--- src/rtl/otter_pkg.sv ---
`default_nettype none
// ============================================================================
//  Module      : otter_pkg
//  Description : Shared opcode/funct3 constants and types for the Otter
//                branch predictor and resolver.
//  Revision    : 1.0 - initial release
// ============================================================================
package otter_pkg;

    localparam int PKG_XLEN = 32;

    localparam logic [6:0] OP_JAL    = 7'b1101111;
    localparam logic [6:0] OP_JALR   = 7'b1100111;
    localparam logic [6:0] OP_BRANCH = 7'b1100011;

    localparam logic [2:0] F3_BEQ  = 3'b000;
    localparam logic [2:0] F3_BNE  = 3'b001;
    localparam logic [2:0] F3_BLT  = 3'b100;
    localparam logic [2:0] F3_BGE  = 3'b101;
    localparam logic [2:0] F3_BLTU = 3'b110;
    localparam logic [2:0] F3_BGEU = 3'b111;

    typedef enum logic [1:0] {
        PCS_PLUS4  = 2'b00,
        PCS_JALR   = 2'b01,
        PCS_BRANCH = 2'b10,
        PCS_JAL    = 2'b11
    } pc_source_t;

    // Tag is held zero-extended to full width so the whole field is compared.
    typedef struct packed {
        logic                valid;
        logic [PKG_XLEN-1:0] tag;
        logic [PKG_XLEN-1:0] target;
        logic                is_jump;
    } btb_entry_t;

endpackage
`default_nettype wire

--- src/rtl/branch_predictor_unit_bcg.sv ---
`default_nettype none
// ============================================================================
//  Module      : BCG
//  Description : Branch condition generator: equality, signed and unsigned
//                less-than of the two forwarded operands.
//  Revision    : 1.0 - initial release
// ============================================================================
module BCG #(
    parameter int XLEN = 32
) (
    input  logic [XLEN-1:0] RS1,
    input  logic [XLEN-1:0] RS2,
    output logic            BR_EQ,
    output logic            BR_LT,
    output logic            BR_LTU
);

    assign BR_EQ  = (RS1 == RS2);
    assign BR_LT  = ($signed(RS1) < $signed(RS2));
    assign BR_LTU = (RS1 < RS2);

endmodule
`default_nettype wire

--- src/rtl/branch_predictor_unit.sv ---
`default_nettype none
// ============================================================================
//  Module      : branch_predictor_unit
//  Description : BTB/BHT next-PC predictor in IF plus EX-stage resolver with
//                mispredict redirect, table training and statistics.
//  Revision    : 1.0 - initial release
// ============================================================================
module branch_predictor_unit
    import otter_pkg::*;
#(
    parameter int XLEN        = PKG_XLEN,
    parameter int BHT_ENTRIES = 64,
    parameter int BTB_ENTRIES = 16,
    parameter int CNT_BITS    = 2
) (
    input  logic            CLK,
    input  logic            RST_N,
    input  logic [XLEN-1:0] IF_PC,
    output logic            PRED_TAKEN,
    output logic [XLEN-1:0] PRED_TARGET,
    input  logic            EX_VALID,
    input  logic [XLEN-1:0] EX_PC,
    input  logic [31:0]     EX_IR,
    input  logic [XLEN-1:0] RS1,
    input  logic [XLEN-1:0] RS2,
    input  logic [XLEN-1:0] EX_TARGET,
    input  logic            EX_PRED_TAKEN,
    input  logic [XLEN-1:0] EX_PRED_TARGET,
    output logic [1:0]      PC_SOURCE,
    output logic            MISPREDICT,
    output logic [XLEN-1:0] REDIRECT_PC,
    output logic [31:0]     BR_COUNT,
    output logic [31:0]     MISS_COUNT
);

    localparam int BHT_IW = $clog2(BHT_ENTRIES);
    localparam int BTB_IW = $clog2(BTB_ENTRIES);
    localparam int TAG_W  = XLEN - BTB_IW - 2;

    localparam logic [CNT_BITS-1:0] C_CNT_INIT = CNT_BITS'((1 << (CNT_BITS - 1)) - 1);
    localparam logic [CNT_BITS-1:0] C_CNT_MAX  = '1;

    btb_entry_t          btb_q [BTB_ENTRIES];
    btb_entry_t          btb_d [BTB_ENTRIES];
    logic [CNT_BITS-1:0] bht_q [BHT_ENTRIES];
    logic [CNT_BITS-1:0] bht_d [BHT_ENTRIES];
    logic [31:0]         br_count_q, br_count_d;
    logic [31:0]         miss_count_q, miss_count_d;

    // ---------------- IF lookup ----------------
    logic [BHT_IW-1:0] w_if_bht_idx;
    logic [BTB_IW-1:0] w_if_btb_idx;
    logic [TAG_W-1:0]  w_if_tag;
    logic              w_if_hit;
    btb_entry_t        w_if_entry;

    assign w_if_bht_idx = IF_PC[BHT_IW+1:2];
    assign w_if_btb_idx = IF_PC[BTB_IW+1:2];
    assign w_if_tag     = IF_PC[XLEN-1:BTB_IW+2];
    assign w_if_entry   = btb_q[w_if_btb_idx];
    assign w_if_hit     = w_if_entry.valid && (w_if_entry.tag == PKG_XLEN'(w_if_tag));

    assign PRED_TAKEN  = w_if_hit && (w_if_entry.is_jump || bht_q[w_if_bht_idx][CNT_BITS-1]);
    assign PRED_TARGET = PRED_TAKEN ? XLEN'(w_if_entry.target) : IF_PC + XLEN'(4);

    // ---------------- EX resolve ----------------
    logic [6:0]        w_opcode;
    logic [2:0]        w_funct3;
    logic              w_br_eq, w_br_lt, w_br_ltu;
    logic              w_is_branch, w_is_jump, w_cond;
    logic              w_actual_taken;
    pc_source_t        w_pc_source;
    logic [BHT_IW-1:0] w_ex_bht_idx;
    logic [BTB_IW-1:0] w_ex_btb_idx;
    logic [TAG_W-1:0]  w_ex_tag;
    logic              w_unused_ir;

    assign w_opcode     = EX_IR[6:0];
    assign w_funct3     = EX_IR[14:12];
    assign w_ex_bht_idx = EX_PC[BHT_IW+1:2];
    assign w_ex_btb_idx = EX_PC[BTB_IW+1:2];
    assign w_ex_tag     = EX_PC[XLEN-1:BTB_IW+2];
    assign w_unused_ir  = ^{EX_IR[31:15], EX_IR[11:7]};

    BCG #(.XLEN(XLEN)) u_bcg (
        .RS1    (RS1),
        .RS2    (RS2),
        .BR_EQ  (w_br_eq),
        .BR_LT  (w_br_lt),
        .BR_LTU (w_br_ltu)
    );

    always_comb begin
        w_is_branch = 1'b0;
        w_is_jump   = 1'b0;
        w_cond      = 1'b0;
        w_pc_source = PCS_PLUS4;
        if (EX_VALID) begin
            case (w_opcode)
                OP_JAL: begin
                    w_is_jump   = 1'b1;
                    w_pc_source = PCS_JAL;
                end
                OP_JALR: begin
                    w_is_jump   = 1'b1;
                    w_pc_source = PCS_JALR;
                end
                OP_BRANCH: begin
                    w_is_branch = 1'b1;
                    case (w_funct3)
                        F3_BEQ:  w_cond = w_br_eq;
                        F3_BNE:  w_cond = !w_br_eq;
                        F3_BLT:  w_cond = w_br_lt;
                        F3_BGE:  w_cond = !w_br_lt;
                        F3_BLTU: w_cond = w_br_ltu;
                        F3_BGEU: w_cond = !w_br_ltu;
                        default: w_is_branch = 1'b0;
                    endcase
                    if (w_cond) w_pc_source = PCS_BRANCH;
                end
                default: ;
            endcase
        end
    end

    assign w_actual_taken = (w_pc_source != PCS_PLUS4);
    assign PC_SOURCE      = w_pc_source;
    assign REDIRECT_PC    = w_actual_taken ? EX_TARGET : EX_PC + XLEN'(4);
    // A non-control-flow instruction predicted taken lands here via the first term.
    assign MISPREDICT     = EX_VALID && ((w_actual_taken != EX_PRED_TAKEN) ||
                            (w_actual_taken && (EX_TARGET != EX_PRED_TARGET)));

    // ---------------- Training and statistics ----------------
    always_comb begin
        btb_d        = btb_q;
        bht_d        = bht_q;
        br_count_d   = br_count_q;
        miss_count_d = miss_count_q;
        if (EX_VALID) begin
            if (w_actual_taken) begin
                btb_d[w_ex_btb_idx].valid   = 1'b1;
                btb_d[w_ex_btb_idx].tag     = PKG_XLEN'(w_ex_tag);
                btb_d[w_ex_btb_idx].target  = PKG_XLEN'(EX_TARGET);
                btb_d[w_ex_btb_idx].is_jump = w_is_jump;
            end else if (!w_is_branch && !w_is_jump && EX_PRED_TAKEN) begin
                btb_d[w_ex_btb_idx].valid = 1'b0;
            end
            if (w_is_branch) begin
                if (w_cond && (bht_q[w_ex_bht_idx] != C_CNT_MAX))
                    bht_d[w_ex_bht_idx] = bht_q[w_ex_bht_idx] + 1'b1;
                else if (!w_cond && (bht_q[w_ex_bht_idx] != '0))
                    bht_d[w_ex_bht_idx] = bht_q[w_ex_bht_idx] - 1'b1;
            end
            if (w_is_branch || w_is_jump) br_count_d = br_count_q + 32'd1;
            if (MISPREDICT)               miss_count_d = miss_count_q + 32'd1;
        end
    end

    always_ff @(posedge CLK or negedge RST_N) begin
        if (!RST_N) begin
            for (int i = 0; i < BTB_ENTRIES; i++) btb_q[i] <= '0;
            for (int i = 0; i < BHT_ENTRIES; i++) bht_q[i] <= C_CNT_INIT;
            br_count_q   <= '0;
            miss_count_q <= '0;
        end else begin
            btb_q        <= btb_d;
            bht_q        <= bht_d;
            br_count_q   <= br_count_d;
            miss_count_q <= miss_count_d;
        end
    end

    assign BR_COUNT   = br_count_q;
    assign MISS_COUNT = miss_count_q;

endmodule
`default_nettype wire
--- config.mk ---
export PLATFORM = sky130hd
export DESIGN_NAME = branch_predictor_unit
export DESIGN_NICKNAME = d
export VERILOG_FILES = /design/src/rtl/otter_pkg.sv /design/src/rtl/branch_predictor_unit_bcg.sv /design/src/rtl/branch_predictor_unit.sv
export SDC_FILE = /design/constraint.sdc
export NUM_CORES = 2
export LEC_CHECK = 0
export CAP_MARGIN = 20
export CORE_AREA = 2 2 306 308
export CTS_BUF_LIST = sky130_fd_sc_hd__clkbuf_4
export CTS_CLUSTER_SIZE = 24
export DETAILED_ROUTE_END_ITERATION = 8
export DIE_AREA = 0 0 308 310
export PLACE_DENSITY = 0.82
export SLEW_MARGIN = 10
export SYNTH_ARGS = -nofsm -noshare
export SYNTH_HDL_FRONTEND = slang
export SYNTH_SLANG_ARGS = --single-unit
--- constraint.sdc ---
create_clock -name CLK -period 8.25 [get_ports CLK]
set_input_delay 2.0625 -clock CLK [delete_from_list [all_inputs] [get_ports CLK]]
set_output_delay 2.0625 -clock CLK [all_outputs]
set_load 0.01 [all_outputs]
==> run summary <==
Clocking
- **clk_lat worst skew** 1200 ps
- **CTS buffer count** 311
- **CTS Root Buffer Type** sky130_fd_sc_hd__clkbuf_4
- **clock tree sinks** 1152
- **level count of the clock H-tree** 5
- **TritonCTS clock tree** done
- **buffer depth of the longest clock path** 4
- **clock edge transition at the registers on the reported setup and hold paths** 60 ps
- **# hold bufs at CTS** 0

Setup path
- **critical path launch point** IF_PC[2]
- **CP endpoint kind** output pin
- **Setup crit end** PRED_TARGET[17]
- **nature of the critical path startpoint** input port
- **Setup Crit Path Kind** in -> out
- **RR Startpoint** bht_q[96]
- **worst setup slack for register-to-register paths** 4180 ps
- **Crit path required time** 6190 ps
- **Arr. time, crit path** 6130 ps
- **RR Endpoint** bht_q[27]
- **maximum net fanout on the critical path** 32
- **worst r2r path cells** 11

Finish
- **area of the multi-input gates** 0.02578 mm²
- **non-filler cells in the finished layout** 6382
- **net count reported at finish** 5255
- **Synth-to-Final Area Change** 15.31%
- **fraction of layout instances using a drive strength above 1** 32.44%
- **layout filler cell count** 6239
- **area used by sequential logic in the layout** 0.02891 mm²

Routing
- **vias per cell** 6.836
- **routed len/inst** 29.10 µm
- **Total Routed Length** 185700 µm
- **DRC viols** 0
- **detailed router's first-iteration violation count** 5900
- **Pre-Repair DR Iteration Count** 6
- **vias** 43630
- **number of routed nets with antenna violations** 0

Power and ir drop
- **leakage power of the design** 30.46 nW
- **internal cell power** 8.711 mW
- **Reg power frac** 48.7%
- **power share of the clock group** 41.6%
- **switching part of the total** 26.61%
- **maximum vdd drop** 0.1618 mV
- **PD cells** 181.3 mW/mm²
- **net switching power** 3.158 mW
- **part of the total power dissipated in combinational logic** 9.8%

Global route
- **maximum number of pins on one net before global-route repair** 182
- **via count of the first global-routing pass** 44390
- **grt ovf** 0
- **antenna violations before repair** 16
- **GRT Resource Usage Total** 39.14%
- **global-route wire length before repair** 275000 µm

Synthesis
- **synth warn** 0
- **top cell type's share of synthesized area** 47.96%
- **part of the Yosys area used for sequential elements** 50.92%
- **syn avg cell area** 12.43 µm²
- **fraction of registers with async set/reset** 100.0%
- **synthesized flop and latch total** 1152
- **total nets after synthesis** 4837
- **Area contributors post-synth** sky130_fd_sc_hd__dfrtp_1 (48%), sky130_fd_sc_hd__mux2_2 (12%), sky130_fd_sc_hd__mux4_2 (10%), sky130_fd_sc_hd__o21ai_0 (7.6%), sky130_fd_sc_hd__dfstp_2 (3.0%)
- **instance count of the mapped netlist** 4567
- **count leader, synth** sky130_fd_sc_hd__dfrtp_1
- **most frequent cells after synthesis** sky130_fd_sc_hd__dfrtp_1 (1088), sky130_fd_sc_hd__o21ai_0 (857), sky130_fd_sc_hd__mux2_2 (624)
- **count of flip-flops with a built-in enable after synthesis** 0
- **number of distinct library cells after synthesis** 81
- **Synth Flop Type** sky130_fd_sc_hd__dfrtp_1
- **synthesized area** 0.05677 mm²
- **cell accounting for the most synthesized area** sky130_fd_sc_hd__dfrtp_1

Job
- **max_cap viols** 0

Timing
- **final worst clock skew** 54.40 ps
- **setup repair after global routing missed its margin** yes
- **final setup violation count** 0
- **pin slew with the least headroom to its limit** 1228 ps
- **min Tclk post-route** 8196 ps
- **remaining max-slew budget at the tightest pin** 17.95%
- **Final Max Slew Viols** 0
- **timing-limited maximum frequency** 0.1220 GHz
- **hold_ws** 479.1 ps
- **Final Cycle Share** 99.34%
- **number of hold violations in the final report** 0

Floorplan
- **Placement Rows** 112
- **top-level I/O count** 360
- **Starting Density** 61.38%
- **core area** 0.09249 mm²
- **width of the die** 308 µm
- **height of the die** 310 µm
- **die footprint** 0.09548 mm²

Placed design
- **number of buffers inserted by port buffering** 337
- **placed instance count** 5863
- **placed wire-length estimate after detailed placement** 115800 µm
- **gp weighted congestion** 0.9566

Run status
- **status** complete, no violations

Min path
- **Hold Crit Class** reg -> reg

==> worst min path at each step <==
stage	start	to	slack (ps)	cells past startpoint
finish	BR_COUNT[31]	BR_COUNT[31]	480	1
floorplan	btb_q[330]	btb_q[330]	450	1
global placement	BR_COUNT[31]	BR_COUNT[31]	460	1
global route	btb_q[264]	btb_q[264]	500	1
detailed placement	BR_COUNT[31]	BR_COUNT[31]	460	1
CTS	BR_COUNT[31]	BR_COUNT[31]	490	1
==> cell usage in the layout, fill, tap and decap left out, types with 44 or more instances in the layout <==
master and instances:
sky130_fd_sc_hd__dfstp_2 64, sky130_fd_sc_hd__xor2_1 103, sky130_fd_sc_hd__mux2_2 624, sky130_fd_sc_hd__buf_4 160
sky130_fd_sc_hd__mux2i_1 60, sky130_fd_sc_hd__clkinv_1 49, sky130_fd_sc_hd__dfrtp_1 1088, sky130_fd_sc_hd__inv_1 61
sky130_fd_sc_hd__nand3_1 68, sky130_fd_sc_hd__clkdlybuf4s50_1 331, sky130_fd_sc_hd__xnor2_1 66, sky130_fd_sc_hd__mux2_1 48
sky130_fd_sc_hd__clkbuf_4 445, sky130_fd_sc_hd__nor2_1 91, sky130_fd_sc_hd__o21ai_0 857, sky130_fd_sc_hd__nand2_1 195
sky130_fd_sc_hd__a21oi_1 62, sky130_fd_sc_hd__mux4_2 254, sky130_fd_sc_hd__nor4_1 44
==> power by group through the flow <==
stage	clock network [mW]	logic [mW]	registers [mW]
6_report	4.94	1.16	5.78
5_1_grt	5.29	1.21	5.78
4_1_cts	4.96	1.12	5.77
3_5_place_dp	0	1.12	5.88
3_3_place_gp	0	1.10	5.87
2_1_floorplan	0	0.517	5.87
==> worst max-delay path: stages <==
cell	delay, ps
sky130_fd_sc_hd__buf_8	320
sky130_fd_sc_hd__mux4_1	670
sky130_fd_sc_hd__mux2i_2	270
sky130_fd_sc_hd__o22ai_1	130
sky130_fd_sc_hd__a221o_1	280
sky130_fd_sc_hd__o21ai_0	260
sky130_fd_sc_hd__or4b_4	520
sky130_fd_sc_hd__nor4_4	190
sky130_fd_sc_hd__buf_12	330
sky130_fd_sc_hd__mux2_2	470
sky130_fd_sc_hd__clkdlybuf4s50_1	510
==> repair_timing <==
item / 4_1_cts / 5_1_grt
buffers inserted: 0 / 3
setup endpoints to repair: 0 / 36
resized for setup: 0 / 9
==> metrics by stage <==
step	util (%)	power (mW)	worst slack [ps]	setup TNS, ps	cell area, µm²
after floorplan	-	6.392	1096	0	56770
after detailed placement	66.67	6.997	58.21	0	61660
after global routing	70.77	12.29	-1.389	-1.389	65450
after CTS	70.62	11.86	30.44	0	65320
final	70.78	11.87	54.13	0	65460
after global placement	66.62	6.975	89.59	0	61620
==> cells by family (layout without fill, tap and decap cells) <==
| logic type | Yosys count | after routing | synth area share [%] |
|---|---|---|---|
| AND/OR/NAND/NOR | 597 | 597 | 5.267 |
| adder cells (fa/ha/maj) | 42 | 42 | 0.9256 |
| flip-flops | 1152 | 1152 | 50.92 |
| other | 0 | 7 | 0 |
| XOR/XNOR | 172 | 172 | 2.667 |
| multiplexers | 1031 | 1031 | 26.03 |
| buffers and inverters | 496 | 1105 | 3.960 |
| AO/OA/AOI/OAI | 1077 | 1079 | 10.23 |
==> flip-flops by register name, summed over array words and instances (netlist names) <==
signal and count:
btb_q 960, bht_q 128, MISS_COUNT 32, BR_COUNT 32
==> routing by layer <==
layer | track usage, % | routed length, µm | up-vias
met3 | 16.63 | 27210 | 862
li1 | - | - | 17760
met1 | 49.30 | 65000 | 21870
met5 | 0.4550 | 510 | -
met4 | 23.41 | 12940 | 30
met2 | 56.57 | 80070 | 3100
==> area by class of cell <==
cell class / instances / share of cell area (%)
inverter: 65 / 0.3765
sequential: 1152 / 44.16
clock inverter: 61 / 0.4817
antenna: 7 / 0.02676
timing repair buffer: 534 / 8.180
tap: 1197 / 2.288
clock buffer: 445 / 5.103
multi-input combinational: 2921 / 39.38
Note: power is estimated with default switching activity, not from simulation.
